### src/rtl/spi_frame_tx_if.sv
// Result-vector stream from the filter output stage into the SPI frame transmitter.
interface spi_frame_tx_if #(
    parameter int DATA_W = 16,
    parameter int NUM_CH = 2
);
    logic [NUM_CH*DATA_W-1:0] in_data;
    logic                     in_valid;
    logic                     in_ready;

    modport master (output in_data, output in_valid, input in_ready);
    modport slave  (input in_data, input in_valid, output in_ready);
endinterface

### src/rtl/spi_frame_tx.sv
// SPI mode-0 slave transmitter: FIFO of NUM_CH x DATA_W vectors, one vector per
// chip-select frame behind an 8-bit {valid, overflow, seq} header, MSB first.
module spi_frame_tx #(
    parameter int DATA_W      = 16,
    parameter int NUM_CH      = 2,
    parameter int FIFO_DEPTH  = 4,
    parameter int SYNC_STAGES = 2
) (
    input  logic                          clk,
    input  logic                          rst_n,
    spi_frame_tx_if.slave                 in_if,
    input  logic                          rpi_sck,
    input  logic                          rpi_cs,
    output logic                          rpi_miso,
    output logic [$clog2(FIFO_DEPTH):0]   fifo_level,
    output logic                          overflow
);
    localparam int PW         = NUM_CH * DATA_W;
    localparam int FRAME_BITS = 8 + PW;
    localparam int AW         = $clog2(FIFO_DEPTH);
    localparam int LW         = AW + 1;
    localparam int CW         = $clog2(FRAME_BITS);

    localparam logic [1:0] IDLE  = 2'd0;
    localparam logic [1:0] SHIFT = 2'd1;
    localparam logic [1:0] DONE  = 2'd2;

    localparam logic [LW-1:0] FULL_LVL = LW'(FIFO_DEPTH);
    localparam logic [CW-1:0] LAST_BIT = CW'(FRAME_BITS - 1);

    logic [SYNC_STAGES-1:0] sck_sync_q, sck_sync_d, cs_sync_q, cs_sync_d;
    logic                   sck_prev_q, cs_prev_q;
    logic [1:0]             state_q, state_d;
    logic [FRAME_BITS-1:0]  shift_q, shift_d;
    logic [CW-1:0]          cnt_q, cnt_d;
    logic                   frame_valid_q, frame_valid_d;
    logic                   hdr_ovf_q, hdr_ovf_d;
    logic [5:0]             seq_q, seq_d;
    logic                   overflow_q, overflow_d;
    logic [AW-1:0]          wr_ptr_q, wr_ptr_d, rd_ptr_q, rd_ptr_d;
    logic [LW-1:0]          count_q, count_d;
    logic [PW-1:0]          mem_q [FIFO_DEPTH];

    logic sck_fall, cs_fall, cs_rise;
    logic wr_en, drop, commit, pop, ovf_clr, fifo_nonempty;

    assign sck_sync_d = {sck_sync_q[SYNC_STAGES-2:0], rpi_sck};
    assign cs_sync_d  = {cs_sync_q[SYNC_STAGES-2:0], rpi_cs};
    assign sck_fall   = sck_prev_q & ~sck_sync_q[SYNC_STAGES-1];
    assign cs_fall    = cs_prev_q & ~cs_sync_q[SYNC_STAGES-1];
    assign cs_rise    = ~cs_prev_q & cs_sync_q[SYNC_STAGES-1];

    assign in_if.in_ready = (count_q != FULL_LVL);
    assign wr_en          = in_if.in_valid & in_if.in_ready;
    assign drop           = in_if.in_valid & ~in_if.in_ready;
    assign fifo_nonempty  = (count_q != '0);

    assign fifo_level = count_q;
    assign overflow   = overflow_q;
    assign rpi_miso   = (state_q == SHIFT) ? shift_q[FRAME_BITS-1] : 1'b1;

    always_comb begin
        // NOTE: every variable gets a default here so no path leaves it unassigned,
        // which would otherwise infer a latch.
        state_d       = state_q;
        shift_d       = shift_q;
        cnt_d         = cnt_q;
        frame_valid_d = frame_valid_q;
        hdr_ovf_d     = hdr_ovf_q;
        commit        = 1'b0;

        case (state_q)
            IDLE: begin
                if (cs_fall) begin
                    // Head is peeked only; it is popped when the frame completes.
                    shift_d       = fifo_nonempty
                                    ? {1'b1, overflow_q, seq_q, mem_q[rd_ptr_q]}
                                    : {1'b0, overflow_q, seq_q, {PW{1'b1}}};
                    cnt_d         = '0;
                    frame_valid_d = fifo_nonempty;
                    hdr_ovf_d     = overflow_q;
                    state_d       = SHIFT;
                end
            end
            SHIFT: begin
                if (cs_rise) begin
                    state_d = IDLE;
                end else if (sck_fall) begin
                    if (cnt_q == LAST_BIT) begin
                        state_d = DONE;
                        commit  = 1'b1;
                        shift_d = '1;
                    end else begin
                        shift_d = {shift_q[FRAME_BITS-2:0], 1'b1};
                        cnt_d   = cnt_q + CW'(1);
                    end
                end
            end
            DONE: begin
                if (cs_rise) state_d = IDLE;
            end
            default: state_d = IDLE;
        endcase

        pop        = commit & frame_valid_q;
        ovf_clr    = commit & (frame_valid_q | hdr_ovf_q);
        overflow_d = drop | (overflow_q & ~ovf_clr);
        seq_d      = pop ? seq_q + 6'd1 : seq_q;
        rd_ptr_d   = pop ? rd_ptr_q + AW'(1) : rd_ptr_q;
        wr_ptr_d   = wr_en ? wr_ptr_q + AW'(1) : wr_ptr_q;
        case ({wr_en, pop})
            2'b10:   count_d = count_q + LW'(1);
            2'b01:   count_d = count_q - LW'(1);
            default: count_d = count_q;
        endcase
    end

    // NOTE: state uses non-blocking assignments so every flop samples pre-edge values.
    always_ff @(posedge clk or negedge rst_n) begin
        if (!rst_n) begin
            sck_sync_q    <= '1;
            cs_sync_q     <= '1;
            sck_prev_q    <= 1'b1;
            cs_prev_q     <= 1'b1;
            state_q       <= IDLE;
            shift_q       <= '1;
            cnt_q         <= '0;
            frame_valid_q <= 1'b0;
            hdr_ovf_q     <= 1'b0;
            seq_q         <= '0;
            overflow_q    <= 1'b0;
            wr_ptr_q      <= '0;
            rd_ptr_q      <= '0;
            count_q       <= '0;
        end else begin
            sck_sync_q    <= sck_sync_d;
            cs_sync_q     <= cs_sync_d;
            sck_prev_q    <= sck_sync_q[SYNC_STAGES-1];
            cs_prev_q     <= cs_sync_q[SYNC_STAGES-1];
            state_q       <= state_d;
            shift_q       <= shift_d;
            cnt_q         <= cnt_d;
            frame_valid_q <= frame_valid_d;
            hdr_ovf_q     <= hdr_ovf_d;
            seq_q         <= seq_d;
            overflow_q    <= overflow_d;
            wr_ptr_q      <= wr_ptr_d;
            rd_ptr_q      <= rd_ptr_d;
            count_q       <= count_d;
        end
    end

    // NOTE: storage is deliberately not reset; the reset pointers/count make stale
    // entries unreachable, and leaving it out keeps this a plain RAM.
    always_ff @(posedge clk) begin
        if (wr_en) mem_q[wr_ptr_q] <= in_if.in_data;
    end
endmodule
### src/flat_wrapper.sv
// flat-port wrapper written by rule: the top's interface ports become plain ports
module spi_frame_tx_flat 
#(
    parameter int DATA_W      = 16,
    parameter int NUM_CH      = 2,
    parameter int FIFO_DEPTH  = 4,
    parameter int SYNC_STAGES = 2
)
  (clk, rst_n, rpi_sck, rpi_cs, rpi_miso, fifo_level, overflow, in_if_in_data, in_if_in_valid, in_if_in_ready);
  spi_frame_tx_if #(.DATA_W(DATA_W), .NUM_CH(NUM_CH)) in_if_i ();
  input  logic clk;
  input  logic rst_n;
  input  logic rpi_sck;
  input  logic rpi_cs;
  output logic rpi_miso;
  output logic [$clog2(FIFO_DEPTH):0] fifo_level;
  output logic overflow;
  input wire logic [$bits(in_if_i.in_data)-1:0] in_if_in_data;
  input wire logic [$bits(in_if_i.in_valid)-1:0] in_if_in_valid;
  output wire logic [$bits(in_if_i.in_ready)-1:0] in_if_in_ready;
  assign in_if_i.in_data = in_if_in_data;
  assign in_if_i.in_valid = in_if_in_valid;
  assign in_if_in_ready = in_if_i.in_ready;
  spi_frame_tx #(.DATA_W(DATA_W), .NUM_CH(NUM_CH), .FIFO_DEPTH(FIFO_DEPTH), .SYNC_STAGES(SYNC_STAGES)) u_core (.clk(clk), .rst_n(rst_n), .in_if(in_if_i), .rpi_sck(rpi_sck), .rpi_cs(rpi_cs), .rpi_miso(rpi_miso), .fifo_level(fifo_level), .overflow(overflow));
endmodule
### config.mk
export PLATFORM = sky130hd
export DESIGN_NAME = spi_frame_tx_flat
export DESIGN_NICKNAME = d
export VERILOG_FILES = /design/src/rtl/spi_frame_tx_if.sv /design/src/rtl/spi_frame_tx.sv /design/src/flat_wrapper.sv
export SDC_FILE = /design/constraint.sdc
export NUM_CORES = 1
export LEC_CHECK = 0
export ABC_CLOCK_PERIOD_IN_PS = 3300
export BUFFER_PORTS_ARGS = -buffer_cell sky130_fd_sc_hd__buf_2
export CAP_MARGIN = 20
export CORE_ASPECT_RATIO = 0.6
export CORE_MARGIN = 2
export CORE_UTILIZATION = 60
export CTS_CLUSTER_DIAMETER = 150
export CTS_CLUSTER_SIZE = 12
export DETAILED_ROUTE_END_ITERATION = 12
export PLACE_DENSITY_LB_ADDON = 0.3
export SETUP_SLACK_MARGIN = 0.4
export SYNTH_ARGS = -nofsm -noshare
export SYNTH_HDL_FRONTEND = slang
export SYNTH_SLANG_ARGS = --single-unit
### constraint.sdc
create_clock -name clk -period 3.3 [get_ports clk]
set_input_delay 0 -clock clk [delete_from_list [all_inputs] [get_ports clk]]
set_output_delay 0 -clock clk [all_outputs]
set_load 0.01 [all_outputs]
==> run metrics, run 1 <==
# Post-CTS Setup Buffers 0; Initial Util between 60% and 70%; Max Root-Sink Buffers 2; pin count of the biggest net entering global routing between 40 and 50; Final Wtd Congestion approximately 0.82; Synth async-reset ratio a little over a third; final antenna-violating net count 0; Yosys reg bits 198; reg2reg path depth 10; Mapped Nets 532; worst slew pin tran between 0.8 and 0.9 ns; status finished, final reports clean; core area between 10000 and 15000 sq um; Yosys cell types between 40 and 50; Mean Syn Cell Area about 16 sq um; layout cells sized above 1 30.1%; H-Tree Depth 4; R2R Path Start u_core.cnt_q[0]; first-pass GRT wire length between 20 and 25 mm; vias in the first global route approximately 4800; clk_lat worst skew about 0.43 ns; Seq/Total Area, Yosys 71.1%; Slew headroom a little over 40%; Max Cap Viol 0; P_int ~5 mW; drt via density between 6 and 7; Switching Power a little under 2 mW; Detailed Route WL ~15 mm; P&R area growth vs syn 16.8%; crit start category register; hold path endpoint u_core.cs_sync_q[0]; Post-CTS Hold Buffers 36; Max Clock Skew roughly 0.013 ns; Post-synth top flop edfxtp_1; post-route minimum period 2.51 ns; Finished Core Util just over 70%; drt first pass iters 7; CTS Buf Count 17; unrepaired setup endpoints after global routing false; Post-layout nets just over 600; Net Sw Frac about 28%; Die Y between 90 and 100 um; critical path class reg2reg; crit-path cells ha_1, and4bb_4, nand2_1, nor3_1, ha_1, inv_1, fa_1, xor2_1, nor2_1, xor2_1; setup TNS 0 ns; Setup-failing EPs final 0; final count of hold timing violations 0; Worst-path clk slew 0.08 ns; combinational share of power 17.3%; GRT overflow 0; Post-Syn Area 7950 sq um; Worst R2R Setup Slack just under 0.8 ns; Static Leakage 3.33 nW; worst min path class in2reg; fill count roughly 800; Finished Layout Cells around 750; endpoint class of the critical path register; Flop pwr share approximately 54%; RR Endpoint u_core.fifo_level[2]; cell count after synthesis around 490; slowest CP cell dfrtp_1; CP delay by family, top adder cells; initial antenna violation count 0; DR vias between 4000 and 5000; Clk pwr share ~29%; CP arrival roughly 2.9 ns; die area 14200 sq um; EDFF count, synth about 130; DRC 0; PD cells 749 nW/um^2; IO Count 43; Worst Hold Slack 0.219 ns; Starting DRT DRC Count ~460; Root Driver clkbuf_16; overall power ~7.0 mW; final period utilization between 70% and 80%; die span in x 153 um; port bufs 42; hold path depth 2; WP data required between 3 and 4 ns; All-Layer GR Usage between 20% and 30%; Std-Cell Rows 32; placed cells between 600 and 700; HP Start rpi_cs; fmax between 300 and 400 MHz; Post-CTS Resized 0; Diodes inserted 0; HPWL Detailed between 8 and 9 mm; Worst Path Max Fanout 6; crit path buf inv count 1; VDD IR-drop max 0.456 mV; Worst path max stage delay about 0.43 ns; # clock sinks ~200; Ys Warns 0; CTS tree yes; routed length per instance roughly 20 um; Slew Limit Fails 0
==> how the worst max path moves through the flow <==
stage                    start                    to  slack (ns)  cells after the start
3_5_place_dp   u_core.cnt_q[0]  u_core.fifo_level[2]        0.86                     10
5_1_grt        u_core.cnt_q[0]  u_core.fifo_level[2]        0.64                     10
3_3_place_gp   u_core.cnt_q[0]  u_core.fifo_level[2]        0.99                     10
2_1_floorplan  u_core.cnt_q[0]  u_core.fifo_level[2]        1.14                     10
4_1_cts        u_core.cnt_q[0]  u_core.fifo_level[2]        0.78                     10
6_report       u_core.cnt_q[0]  u_core.fifo_level[2]        0.79                     10
==> state kept, by name (all words and copies together) (netlist names) <==
register              count
u_core.cs_prev_q          1
u_core.overflow           1
u_core.cnt_q              6
u_core.mem_q            128
u_core.sck_prev_q         1
u_core.cs_sync_q          2
u_core.wr_ptr_q           2
u_core.state_q            2
u_core.fifo_level         3
u_core.hdr_ovf_q          1
u_core.rd_ptr_q           2
u_core.sck_sync_q         2
u_core.seq_q              6
u_core.frame_valid_q      1
u_core.shift_q           40
==> kinds of logic (layout without fill, tap and decap cells) <==
logic type | Yosys count | count (layout) | synth area share, %
AO/OA/AOI/OAI | 90 | 90 | 7.85
XOR/XNOR | 12 | 12 | 1.32
adder cells (fa/ha/maj) | 8 | 8 | 1.35
buffers and inverters | 36 | 128 | 2.20
flip-flops | 198 | 198 | 71.1
multiplexers | 35 | 35 | 9.47
AND/OR/NAND/NOR | 108 | 108 | 6.70
==> metrics by stage <==
step                area, sq um  worst slack (ns)
finish                     9290             0.794
global route               9290             0.643
CTS                        9290             0.784
detailed placement         8360             0.862
global placement           8360             0.994
floorplan                  7950              1.14
==> power groups by stage <==
stage | logic [mW] | registers, mW | clock network (mW)
2_1_floorplan | 0.783 | 3.71 | 0
4_1_cts | 1.21 | 3.76 | 2.01
5_1_grt | 1.35 | 3.82 | 2.12
6_report | 1.20 | 3.76 | 1.99
3_5_place_dp | 1.17 | 3.79 | 0
3_3_place_gp | 1.09 | 3.75 | 0
==> worst reg2reg max path, stage by stage (launching register included) <==
cell	delay (ns)
dfrtp_1	0.43
ha_1	0.26
and4bb_4	0.27
nand2_1	0.14
nor3_1	0.24
ha_1	0.21
inv_1	0.06
fa_1	0.38
xor2_1	0.16
nor2_1	0.11
xor2_1	0.17
==> Yosys cell counts (2+ instances only) <==
library cell / instances / area (sq um)
edfxtp_1: 128 / 3840
nand2_1: 51 / 191
dfstp_2: 46 / 1210
o21ai_0: 36 / 180
mux4_2: 32 / 721
o32ai_1: 31 / 272
dfrtp_1: 24 / 601
buf_2: 14 / 70.1
clkbuf_1: 12 / 45.0
nor2_1: 11 / 41.3
nor3_1: 11 / 55.1
nand3_1: 9 / 45.0
and3_1: 7 / 43.8
ha_1: 7 / 87.6
o31ai_1: 7 / 52.6
xor2_1: 7 / 61.3
nand2b_1: 6 / 37.5
a21oi_1: 5 / 25.0
inv_1: 5 / 18.8
xnor2_1: 5 / 43.8
buf_4: 4 / 30.0
nor2b_1: 4 / 25.0
a31oi_1: 3 / 18.8
a32o_1: 2 / 20.0
mux2_2: 2 / 22.5
==> layout by cell type, fill, tap and decap left out, types with 5 or more instances in the layout <==
master	instances
o31ai_1	7
nand3_1	9
nor3_1	11
and3_1	7
nand2_1	51
inv_1	5
a21oi_1	5
buf_2	42
nand2b_1	6
edfxtp_1	128
dfstp_2	46
nor2_1	11
ha_1	7
dfrtp_1	23
o21ai_0	36
clkbuf_16	17
o32ai_1	31
mux4_2	32
xnor2_1	5
dlygate4sd3_1	36
xor2_1	7
buf_4	11
==> metal layers <==
metal | vias to the layer above | global-route usage [%] | routed length (um)
met5 | - | 0 | 0
met4 | 0 | 9.88 | 287
met3 | 32 | 4.73 | 804
met2 | 154 | 35.5 | 7100
met1 | 2329 | 32.5 | 7030
li1 | 2057 | - | -
==> area by class of cell <==
class	count	area, sq um	area share (%)
Timing Repair Buffer	91	693	7.46
Tap cell	170	213	2.29
Sequential cell	198	5650	60.9
Clock buffer	17	425	4.58
Multi-Input combinational cell	253	2140	23.0
Inverter	5	18.8	0.202
Clock inverter	15	144	1.55
Power figures use the tool's default switching activity.
==> inputs of run 2 (changes only) <==
- ABC_CLOCK_PERIOD_IN_PS: 3300 -> 2450
- clock period: 3.3 -> 2.45 ns (I/O delays scaled with it)
==> run metrics, run 2 (synthesis gave the netlist of run 1 again) <==
cell mode on critical path xor2_1; Die Y 93.2 um (unchanged); DR vias 4634 (+1.4%); largest registers u_core.mem_q (128), u_core.shift_q (40); post-route minimum period 2.12 ns (-0.381 ns); P&R area growth vs syn 19.1%; Worst Setup SP u_core.cnt_q[1]; core area 12900 sq um (unchanged); VDD IR-drop max 0.703 mV (+54%); Detailed Route WL 15.4 mm (+1.3%); RR Endpoint u_core.fifo_level[2]; final count of hold timing violations 0 (unchanged); Most flops, register u_core.mem_q; Worst Path Max Fanout 4 (-2); vias in the first global route 4793 (+0.76%); port bufs 42 (unchanged); Post-layout nets 622 (+1.8%); Worst-path clk slew 0.07 ns (about the same); GRT overflow 0 (unchanged); worst min path class in2async; Initial Util 61.7% (unchanged); fill count 769 (-3.8%); routed length per instance 20.3 um (-0.20%); Setup-failing EPs final 0 (unchanged); crit path buf inv count 1 (unchanged); Switching Power 2.66 mW (+36%); status finished, final reports clean; Critical Path Stages 10 (unchanged); PD cells 1020 nW/um^2 (+37%); Root Driver clkbuf_16; WP data required 2.81 ns (-0.84 ns); Final Wtd Congestion 0.829 (+1.7%); max FFs per register 128 (unchanged); first-pass GRT wire length 24.9 mm (+1.1%); initial antenna violation count 1 (+1); Finished Layout Cells 760 (+1.5%); drt via density 6.10 (-0.11%); layout cells sized above 1 33.1% (+3.0 points); most frequent cells in the layout edfxtp_1, nand2_1, dfstp_2, buf_2; Max Root-Sink Buffers 2 (unchanged); Std-Cell Rows 32 (unchanged); Max Clock Skew 0.0103 ns (-0.00266 ns); CTS tree yes; P_int 7.04 mW (+41%); Clk pwr share 29.9% (+1.3 points); critical path class reg2reg; Worst R2R Setup Slack 0.33 ns (-0.47 ns); placed cells 683 (+0.29%); R2R Path Start u_core.cnt_q[1]; fmax 471 MHz (+18%); endpoint class of the critical path register; Slew headroom 52.0% (+11 points); Max Cap Viol 0 (unchanged); Starting DRT DRC Count 428 (-7.6%); combinational share of power 17.7% (+0.4 points); Worst path max stage delay 0.40 ns (-0.03 ns); unrepaired setup endpoints after global routing true; All-Layer GR Usage 23.2% (+0.22 points); die span in x 153 um (unchanged); crit-path cells ha_4, and4bb_4, nand2_4, nor3_4, ha_2, inv_2, fa_2, xor2_1, nor2_1, xor2_1; H-Tree Depth 4 (unchanged); CP delay by family, top adder cells; CTS Buf Count 17 (unchanged); IO Count 43 (unchanged); slowest CP cell dfrtp_1; final period utilization 86.7% (+11 points); worst slew pin tran 0.720 ns (-0.169 ns); die area 14200 sq um (unchanged); pin count of the biggest net entering global routing 49 (+11%); DRC 0 (unchanged); Diodes inserted 0 (unchanged); Flop pwr share 52.4% (-1.7 points); drt first pass iters 5 (-2); Net Sw Frac 27.4% (-0.75 points); most common cell after layout, fill and taps aside edfxtp_1; CP arrival 2.48 ns (-0.38 ns); HPWL Detailed 8.85 mm (+0.91%); # clock sinks 198 (unchanged); final antenna-violating net count 0 (unchanged); crit start category register; reg2reg path depth 10 (unchanged); setup TNS 0 ns (unchanged); clk_lat worst skew 0.43 ns (about the same); Static Leakage 3.45 nW (+3.8%); crit path to u_core.fifo_level[2]; Slew Limit Fails 0 (unchanged)
## run 2: cell count changes in the layout (fill, tap and decap cells not counted), moves of 2 or more
cell        before  now
buf_4           11   23
bufinv_16        1    3
clkbuf_8         0    2
clkinv_2         0    2
clkinvlp_4       4    2
ha_1             7    5
inv_6            4    2
## run 2: cell type report
cell class / instances / area, sq um / share of cell area (%)
Inverter: 5 / 18.8 / 0.198
Tap cell: 170 / 213 / 2.25
Timing Repair Buffer: 102 / 763 / 8.06
Clock buffer: 19 / 453 / 4.78
Clock inverter: 13 / 170 / 1.80
Sequential cell: 198 / 5650 / 59.7
Multi-Input combinational cell: 253 / 2200 / 23.2
## run 2: how the worst min path moves through the flow
stage | to | slack (ns) | cells past startpoint
final | u_core.cnt_q[2] | 0.15 | 2
after detailed placement | u_core.cnt_q[2] | 0.09 | 1
after floorplan | u_core.cnt_q[0] | -0.30 | 0
after global routing | u_core.sck_sync_q[0] | 0.20 | 2
after CTS | u_core.cnt_q[2] | 0.17 | 2
after global placement | u_core.cnt_q[2] | 0.08 | 1
## run 2: metal layers
metal	GRT usage [%]	vias to the layer above	routed length [um]
met5	0	-	13
li1	-	2075	-
met1	31.3	2369	6570
met2	38.1	159	7710
met3	5.10	29	850
met4	8.33	2	277
## run 2: power groups by stage
stage / Clock [mW] / Combinational [mW] / Sequential, mW
after global routing: 3.09 / 1.90 / 5.15
after CTS: 2.93 / 1.69 / 5.06
after detailed placement: 0 / 1.58 / 5.11
final: 2.90 / 1.72 / 5.08
after floorplan: 0 / 1.06 / 5.00
after global placement: 0 / 1.48 / 5.05
## run 2: repair_timing
item                       in CTS  in global routing
setup endpoints to repair       2                 12
hold endpoints to repair      148                  0
resized for setup               3                  3
pin swaps                       4                  4
setup buffers                   5                  4
hold buffers                   36                  0
## run 2: per-stage QoR
step	worst slack (ns)	total power [mW]	area, sq um	hold WS, ns	utilization, %
5_1_grt	0.238	10.1	9470	0.201	73.5
4_1_cts	0.275	9.68	9420	0.167	73.1
3_5_place_dp	0.173	6.69	8390	0.0853	65.1
2_1_floorplan	0.423	6.06	7980	-0.296	-
6_report	0.325	9.70	9470	0.154	73.5
3_3_place_gp	0.261	6.53	8390	0.0803	65.1
==> inputs of run 3 (changes only) <==
- REMOVE_ABC_BUFFERS: default -> 1
==> run metrics, run 3 (synthesis gave the netlist of run 1 again) <==
status finished, final reports clean; final period utilization 85.8% (-0.92 points); fill count 779 (+1.3%); CTS Buf Count 17 (unchanged); CTS tree yes; fmax 476 MHz (+1.1%); Max Clock Skew 0.0153 ns (+0.00501 ns); vias in the first global route 4652 (-2.9%); Final Wtd Congestion 0.796 (-4.0%); Diodes inserted 0 (unchanged); layout cells sized above 1 33.1% (about the same); pin count of the biggest net entering global routing 56 (+14%); initial antenna violation count 0 (-1); P&R area growth vs syn 18.1%; # clock sinks 198 (unchanged); Slew headroom 60.6% (+8.6 points); crit-path cells nand2b_4, nand3_2, nor3_4, ha_2, inv_2, fa_2, xor2_1, nor2_1, xor2_1; Die Y 93.2 um (unchanged); unrepaired setup endpoints after global routing true; Static Leakage 3.44 nW (-0.50%); Setup WS post-layout 0.348 ns (+0.0225 ns); GRT overflow 0 (unchanged); core area 12900 sq um (unchanged); area of the multi-input gates 2180 sq um (-0.91%); CP arrival 2.45 ns (-0.03 ns); worst min path class in2async; Slew Limit Fails 0 (unchanged); final antenna-violating net count 0 (unchanged); clk_lat worst skew 0.43 ns (about the same); max FFs per register 128 (unchanged); die area 14200 sq um (unchanged); Worst R2R Setup Slack 0.35 ns (+0.02 ns); PD cells 988 nW/um^2 (-3.5%); critical path class reg2reg; Max Root-Sink Buffers 2 (unchanged); Placement Cell Area 8360 sq um (-0.30%); routed length per instance 20.2 um (-0.29%); Setup WS pre-CTS 0.0466 ns (-0.127 ns); R2R Path Start u_core.cs_prev_q; HPWL Detailed 8.68 mm (-1.9%); largest registers u_core.mem_q (128), u_core.shift_q (40); Most flops, register u_core.mem_q; first-pass GRT wire length 24.9 mm (+0.25%); Max Cap Viol 0 (unchanged); Worst-path clk slew 0.07 ns (about the same); crit start category register; WP data required 2.80 ns (about the same); DR vias 4615 (-0.41%); Final Instance Area 9390 sq um (-0.87%); IO Count 43 (unchanged); drt via density 6.02 (-1.2%); endpoint class of the critical path register; Std-Cell Rows 32 (unchanged); port bufs 42 (unchanged); Setup-failing EPs final 0 (unchanged); Worst Path Max Fanout 4 (unchanged); cell mode on critical path xor2_1; post-route minimum period 2.10 ns (-0.0225 ns); most common cell after layout, fill and taps aside edfxtp_1; Root Driver clkbuf_16; RR Endpoint u_core.fifo_level[2]; VDD IR-drop max 0.937 mV (+33%); slowest CP cell dfstp_2; Post-layout nets 628 (+0.96%); Starting DRT DRC Count 396 (-7.5%); final count of hold timing violations 0 (unchanged); Worst path max stage delay 0.56 ns (+0.16 ns); DRC 0 (unchanged); Initial Util 61.7% (unchanged); Detailed Route WL 15.5 mm (+0.49%); All-Layer GR Usage 23.3% (+0.16 points); most frequent cells in the layout edfxtp_1, nand2_1, dfstp_2, buf_2; H-Tree Depth 4 (unchanged); drt first pass iters 5 (unchanged); die span in x 153 um (unchanged); reg2reg path depth 9 (-1); worst slew pin tran 0.589 ns (-0.131 ns); register area 5650 sq um (unchanged)
-- run 3: changes by cell type in the layout (fill, tap and decap cells not counted), sizes merged --
| cell | before | now |
|---|---|---|
| buf | 66 | 72 |
| bufinv | 3 | 0 |
| clkbuf | 19 | 21 |
| clkinv | 5 | 8 |
| clkinvlp | 2 | 1 |
| inv | 8 | 7 |
-- run 3: routing by layer --
layer / vias up / share of wire (%) / global-route usage [%]
met2: 163 / 48 / 36.4
met3: 19 / 5.4 / 4.96
li1: 2099 / - / -
met5: - / 0 / 0
met1: 2334 / 46 / 34.3
met4: 0 / 0.96 / 6.25
-- run 3: where the power goes --
| group | total (mW) | switching, mW | internal [mW] |
|---|---|---|---|
| combinational | 1.70 | 0.996 | 0.702 |
| clock | 2.52 | 1.19 | 1.33 |
| sequential | 5.06 | 0.390 | 4.67 |
| total | 9.28 | 2.58 | 6.70 |
-- run 3: worst max-delay path: cells and delay by family, from the launching register on --
| family | cells | cell delay, ns |
|---|---|---|
| AND/OR/NAND/NOR | 4 | 0.58 |
| flip-flops | 1 | 0.56 |
| adder cells (fa/ha/maj) | 2 | 0.55 |
| XOR/XNOR | 2 | 0.30 |
| buffers and inverters | 1 | 0.04 |
-- run 3: worst max path at each step --
| stage | start | to | slack, ns | cells after the start |
|---|---|---|---|---|
| after floorplan | u_core.state_q[0] | u_core.frame_valid_q | -0.38 | 3 |
| after global placement | u_core.cnt_q[0] | u_core.fifo_level[2] | 0.12 | 10 |
| after detailed placement | u_core.cnt_q[0] | u_core.fifo_level[2] | 0.05 | 10 |
| after CTS | u_core.cnt_q[1] | u_core.fifo_level[2] | 0.35 | 10 |
| after global routing | u_core.cnt_q[0] | u_core.fifo_level[2] | 0.23 | 10 |
| final | u_core.cs_prev_q | u_core.fifo_level[2] | 0.35 | 9 |
-- run 3: layout make-up --
type | instances | share of cell area, %
Clock buffer | 21 | 4.80
Clock inverter | 11 | 0.826
Inverter | 5 | 0.200
Multi-Input combinational cell | 253 | 23.2
Sequential cell | 198 | 60.2
Tap cell | 170 | 2.27
Timing Repair Buffer | 108 | 8.48
-- run 3: timing repair --
item,in CTS,in global routing
hold endpoints to repair,155,0
gates resized for setup,9,1
setup buffers,7,6
pin swaps,4,2
gates cloned,0,0
hold buffers,36,0
setup endpoints to repair,2,17
-- run 3: stage by stage --
stage	util [%]	TNS [ns]	hold WS, ns	std cells	power [mW]
floorplan	-	-14.06	-0.296	456	6.03
CTS	72.5	0	0.125	760	9.27
detailed placement	64.9	0	0.0256	685	6.67
finish	72.8	0	0.123	766	9.28
global placement	64.9	0	0.0192	685	6.54
global route	72.8	0	0.161	766	9.73
